$ cat src/rtl/usb_pkg.sv
// Shared definitions for the full-speed USB transmit path.
// Line states are packed as {dp, dn}.
package usb_pkg;

   localparam logic [1:0] LINE_J   = 2'b10;
   localparam logic [1:0] LINE_K   = 2'b01;
   localparam logic [1:0] LINE_SE0 = 2'b00;

   localparam logic [7:0] SYNC_BYTE    = 8'h80;
   localparam int         STUFF_LIMIT  = 6;
   localparam int         EOP_SE0_BITS = 2;

   typedef enum logic [2:0] {
      ST_IDLE,
      ST_SYNC,
      ST_DATA,
      ST_EOP_SE0,
      ST_EOP_J
   } tx_state_e;

endpackage

$ cat src/rtl/usb_tx_bit_encoder.sv
// NRZI encoder with bit stuffing for the USB transmitter.
// Ports:
//   clk48, rst_n : clock and asynchronous active-low reset
//   clear        : return line level to J and clear the ones run (between packets)
//   strobe       : advance one line bit
//   bit_in       : data bit to send on this strobe (ignored when stall is high)
//   stall        : a stuff bit is owed; the strobe sends it instead of bit_in
//   k_next       : line level (1 = K) that this strobe produces
module usb_tx_bit_encoder
   import usb_pkg::*;
(
   input  logic clk48,
   input  logic rst_n,
   input  logic clear,
   input  logic strobe,
   input  logic bit_in,
   output logic stall,
   output logic k_next
);

   logic       level_k;
   logic [2:0] ones;

   // Six 1s in a row leave a stuff bit owed; it goes out on the next strobe.
   assign stall  = (ones == 3'(STUFF_LIMIT));
   assign k_next = (stall || !bit_in) ? ~level_k : level_k;

   always_ff @(posedge clk48 or negedge rst_n) begin
      if (!rst_n) begin
         level_k <= 1'b0;
         ones    <= '0;
      end else if (clear) begin
         level_k <= 1'b0;
         ones    <= '0;
      end else if (strobe) begin
         level_k <= k_next;
         ones    <= (stall || !bit_in) ? '0 : ones + 3'd1;
      end
   end

endmodule

$ cat src/rtl/usb_tx.sv
// Full-speed USB low-level transmitter: SYNC, buffer bytes (NRZI + stuffing), EOP.
// Ports:
//   clk48, rst_n : 48 MHz clock, asynchronous active-low reset
//   start, length: transmit request and byte count (0..1024), sampled in IDLE
//   buf_addr     : word address into the 32-bit USB data buffer
//   buf_rdata    : buffer read data, one cycle after buf_addr
//   tx_en, tx_dp, tx_dn : line driver enable and levels
//   busy, done   : transmission in progress / one-cycle completion pulse
//
// state      | meaning
// -----------+------------------------------------------------
// ST_IDLE    | line released at J, waiting for start
// ST_SYNC    | sending the SYNC byte
// ST_DATA    | sending buffer bytes plus any trailing stuff bit
// ST_EOP_SE0 | two bit times of SE0
// ST_EOP_J   | one bit time of J, then done
module usb_tx
   import usb_pkg::*;
#(
   parameter int BUFFER_WORDS = 256,
   parameter int CLKS_PER_BIT = 4
)(
   input  logic        clk48,
   input  logic        rst_n,
   input  logic        start,
   input  logic [10:0] length,
   output logic [7:0]  buf_addr,
   input  logic [31:0] buf_rdata,
   output logic        tx_en,
   output logic        tx_dp,
   output logic        tx_dn,
   output logic        busy,
   output logic        done
);

   localparam int            PW         = (CLKS_PER_BIT > 1) ? $clog2(CLKS_PER_BIT) : 1;
   localparam logic [PW-1:0] PHASE_LOAD = PW'(CLKS_PER_BIT - 1);
   localparam logic [7:0]    ADDR_MASK  = 8'(BUFFER_WORDS - 1);

   tx_state_e     state;
   logic [PW-1:0] phase;
   logic [2:0]    bit_idx;
   logic [10:0]   byte_cnt;
   logic [10:0]   len_q;
   logic [7:0]    sreg;
   logic          tail;

   logic       go;
   logic       bit_end;
   logic       shifting;
   logic       enc_strobe;
   logic       enc_bit;
   logic       enc_stall;
   logic       enc_k_next;
   logic [7:0] next_byte;

   assign go       = (state == ST_IDLE) && start && (length != '0);
   assign bit_end  = (phase == '0);
   assign shifting = (state == ST_SYNC) || (state == ST_DATA);

   // Once the last data bit is out (tail), a strobe only happens for an owed stuff bit.
   assign enc_strobe = go || (shifting && bit_end && (enc_stall || !tail));
   assign enc_bit    = go ? SYNC_BYTE[0] : sreg[0];

   // buf_addr tracks the word of the next byte to load, so the word is
   // addressed a full byte time before its lane is taken.
   assign buf_addr  = byte_cnt[9:2] & ADDR_MASK;
   assign next_byte = buf_rdata[{byte_cnt[1:0], 3'b000} +: 8];

   usb_tx_bit_encoder u_enc (
      .clk48  (clk48),
      .rst_n  (rst_n),
      .clear  (state == ST_EOP_J),
      .strobe (enc_strobe),
      .bit_in (enc_bit),
      .stall  (enc_stall),
      .k_next (enc_k_next)
   );

   always_ff @(posedge clk48 or negedge rst_n) begin
      if (!rst_n) begin
         state          <= ST_IDLE;
         phase          <= '0;
         bit_idx        <= '0;
         byte_cnt       <= '0;
         len_q          <= '0;
         sreg           <= '0;
         tail           <= 1'b0;
         tx_en          <= 1'b0;
         {tx_dp, tx_dn} <= LINE_J;
         busy           <= 1'b0;
         done           <= 1'b0;
      end else begin
         done  <= 1'b0;
         phase <= bit_end ? PHASE_LOAD : phase - PW'(1);
         if (enc_strobe) {tx_dp, tx_dn} <= enc_k_next ? LINE_K : LINE_J;

         case (state)
            ST_IDLE: begin
               phase <= PHASE_LOAD;
               if (start) begin
                  if (length == '0) begin
                     done <= 1'b1;
                  end else begin
                     state    <= ST_SYNC;
                     len_q    <= length;
                     byte_cnt <= '0;
                     sreg     <= {1'b0, SYNC_BYTE[7:1]};
                     bit_idx  <= 3'd6;
                     tail     <= 1'b0;
                     tx_en    <= 1'b1;
                     busy     <= 1'b1;
                  end
               end
            end
            ST_SYNC, ST_DATA: begin
               if (bit_end && !enc_stall) begin
                  if (tail) begin
                     state          <= ST_EOP_SE0;
                     {tx_dp, tx_dn} <= LINE_SE0;
                     bit_idx        <= 3'(EOP_SE0_BITS - 1);
                  end else if (bit_idx == '0) begin
                     state   <= ST_DATA;
                     bit_idx <= 3'd7;
                     if (byte_cnt < len_q) begin
                        sreg     <= next_byte;
                        byte_cnt <= byte_cnt + 11'd1;
                     end else begin
                        tail <= 1'b1;
                     end
                  end else begin
                     sreg    <= {1'b0, sreg[7:1]};
                     bit_idx <= bit_idx - 3'd1;
                  end
               end
            end
            ST_EOP_SE0: begin
               if (bit_end) begin
                  if (bit_idx == '0) begin
                     state          <= ST_EOP_J;
                     {tx_dp, tx_dn} <= LINE_J;
                  end else begin
                     bit_idx <= bit_idx - 3'd1;
                  end
               end
            end
            ST_EOP_J: begin
               if (bit_end) begin
                  state <= ST_IDLE;
                  tx_en <= 1'b0;
                  busy  <= 1'b0;
                  done  <= 1'b1;
               end
            end
            default: state <= ST_IDLE;
         endcase
      end
   end

endmodule

$ cat config.mk
export PLATFORM = sky130hd
export DESIGN_NAME = usb_tx
export DESIGN_NICKNAME = d
export VERILOG_FILES = /design/src/rtl/usb_pkg.sv /design/src/rtl/usb_tx_bit_encoder.sv /design/src/rtl/usb_tx.sv
export SDC_FILE = /design/constraint.sdc
export NUM_CORES = 1
export LEC_CHECK = 0
export CAP_MARGIN = 10
export CORE_UTILIZATION = 47
export DETAILED_ROUTE_END_ITERATION = 16
export HOLD_SLACK_MARGIN = 0.02
export PLACE_DENSITY = 0.74
export SYNTH_ARGS = -nofsm -noshare
export SYNTH_HDL_FRONTEND = slang
export SYNTH_HIERARCHICAL = 1
export SYNTH_SLANG_ARGS = --single-unit
$ cat constraint.sdc
create_clock -name clk48 -period 7 [get_ports clk48]
set_clock_uncertainty 0.15 [all_clocks]
set_input_delay 0.7 -clock clk48 [delete_from_list [all_inputs] [get_ports clk48]]
set_output_delay 0.7 -clock clk48 [all_outputs]
set_load 0.02 [all_outputs]
==> flow_metrics.tcl <==
set metrics [dict create \
    min_period_ns 2.92 \
    tightest_slew_ns 1.08 \
    rrSetupSlack_ns 4.09 \
    path_clk_slew_ns 0.09 \
    grt_pass1_vias 2425 \
    num_vias 2524 \
    initial_core_util_pct 49.6 \
    status "complete, no violations" \
    final_common_cell "clkdlybuf4s50_1" \
    io_pins 59 \
    worst-path-max-fanout 5 \
    power_density_nw_per_um2 321 \
    cts_tree "built" \
    synth_edf_count 0 \
    ys_seq_area_share_pct 39.7 \
    syn_area_um2 2970 \
    first_pass_iters 4 \
    syn_nets 373 \
    hold_viol_final 0 \
    core_area_um2 5990 \
    peakVddDrop_uv 173 \
    std_cell_rows 28 \
    most-common-layout-cells "clkdlybuf4s50_1, dfrtp_1, nand2_1" \
    drc 0 \
    synthToLayoutAreaGrowth_pct 21.7 \
    post_cts_buffers 0 \
    synth_warnings 6 \
    antenna_found_initial 0 \
    grt_use_total_pct 22.1 \
    grt_max_degree 48 \
    avgSynthCellArea_um2 9.55 \
    cp.arrival_ns 3.00 \
    r2r-end "byte_cnt[7]" \
    finalNetCount 417 \
    drive_above_1_share_pct 8.43 \
    ff2ff_path_depth 7 \
    clock_latency_ns 0.31 \
    diodes 0 \
    max_freq_ghz 0.343 \
    min_path_type "reg2reg" \
    cts_max_path_buffers 2 \
    synth-main-ff-cell "dfrtp_1" \
    ys_types 54 \
    end_kind "flop" \
    fillers 537 \
    numPortBuffers 58 \
    cts-hold-fix-buffers 0 \
    maxCapViolations 0 \
    routabilityCongestion 0.841 \
    post-route-period-util_pct 41.7 \
    path_class "in2reg" \
    final_util_pct 60.3 \
    ys_seq_elements 47 \
    crit_path_start_kind "input port" \
    required_ns 7.08 \
    via_per_inst 5.86 \
    setup_violations 0 \
    cts_resized 0 \
    p_leak_nw 1.47 \
    tns_ns 0 \
    async_reset_ff_share_pct 100 \
    hold_path_end "sreg[2]" \
    wire_per_inst_um 15.1 \
    syn_inst 311 \
    drt_iter0_drc 181 \
    hold_depth 1 \
    clock_sinks 47 \
    die_h_um 81.5 \
    dieWidth_um 81.5 \
    clockRootBuffer "clkbuf_8" \
    slew_headroom_pct 28.2 \
    r2r_start "byte_cnt[1]" \
    hold_start "sreg[2]" \
    die_area_um2 6640 \
    ant_nets 0 \
    overflow 0 \
    numCtsBuffers 5 \
    slew_violations 0 \
    drt-total-wl_um 6520 \
    grt_pass1_wl_um 11300 \
    dp_hpwl_um 4840 \
    h-tree-depth 2 \
    rsz0062_at_grt "false" \
]
## sequential cells by signal (all words and copies together), names as in the netlist
signal         count
bit_idx            3
busy               1
byte_cnt          11
done               1
len_q             11
phase              2
sreg               8
state              3
tail               1
tx_dn              1
tx_dp              1
u_enc/level_k      1
u_enc/ones         3
## metrics by stage
step | std cells | setup WS, ns | power (mW) | area [um2] | hold WS (ns)
6_report | 431 | 4.08 | 1.16 | 3610 | 0.343
2_1_floorplan | 311 | 4.48 | 0.856 | 2970 | 0.254
4_1_cts | 431 | 4.07 | 1.17 | 3610 | 0.349
3_5_place_dp | 423 | 3.79 | 0.993 | 3520 | 0.323
5_1_grt | 431 | 3.85 | 1.26 | 3610 | 0.374
3_3_place_gp | 423 | 3.93 | 0.971 | 3520 | 0.320
## critical path: stages
cell and delay [ns]:
clkdlybuf4s50_1 0.42, nor4_1 0.34, nand3_1 0.24, nand3_1 0.26, and2_1 0.22, a21boi_2 0.27
xnor2_1 0.12, or2_1 0.23, a32oi_1 0.19
## routing by layer
layer  global-route usage (%)  part of all wire (%)
met4                     7.86                   1.6
met1                     31.6                    49
met3                     4.11                   5.3
met2                     33.2                    44
met5                        0                     0
## synthesized netlist by cell type, types with 5 or more instances
cell type	instances	area, um2
dfrtp_1	46	1150
nand2_1	32	120
o21ai_0	28	140
inv_1	21	78.8
a21oi_1	20	100
ha_1	16	200
or3_1	11	68.8
mux2i_1	10	100
nor2_1	10	37.5
buf_4	9	67.6
clkbuf_1	9	33.8
mux4_2	8	180
nand3_1	8	40.0
o31ai_1	7	52.6
or4_1	6	45.0
a31oi_1	5	31.3
o2bb2ai_1	5	43.8
## cells by family after synthesis
| family | synth area share [%] |
|---|---|
| adders and majority gates | 6.74 |
| xor gates and xnor gates | 0.843 |
| muxes | 9.44 |
| and+or+nand+nor | 17.6 |
| AOI/OAI and AO/OA | 18.4 |
| DFF | 39.7 |
| buffers and inverters | 7.33 |
## layout make-up
class | instances | area (um2) | area share, %
Multi-Input combinational cell | 219 | 1580 | 43.6
Sequential cell | 47 | 1180 | 32.6
Timing Repair Buffer | 60 | 591 | 16.3
Tap cell | 75 | 93.8 | 2.60
Inverter | 22 | 82.6 | 2.29
Clock buffer | 5 | 68.8 | 1.90
Clock inverter | 3 | 23.8 | 0.658
## how the worst max path moves through the flow
| stage | startpoint | to | slack, ns | cells after the start |
|---|---|---|---|---|
| after floorplan | byte_cnt[2] | byte_cnt[10] | 4.48 | 8 |
| after global placement | length[1] | tx_dp | 3.93 | 9 |
| after detailed placement | length[1] | tx_dp | 3.79 | 9 |
| after CTS | byte_cnt[1] | byte_cnt[7] | 4.07 | 7 |
| after global routing | length[2] | tx_dp | 3.85 | 9 |
| final | length[1] | tx_dp | 4.08 | 9 |
## power by group
group / total, mW / leakage, nW / internal (mW) / switching [mW]
Sequential: 0.431 / 0.600 / 0.356 / 0.0745
Combinational: 0.555 / 0.828 / 0.238 / 0.317
Clock: 0.173 / 0.0408 / 0.0715 / 0.101
Total: 1.16 / 1.47 / 0.666 / 0.493
Power figures use the tool's default switching activity.
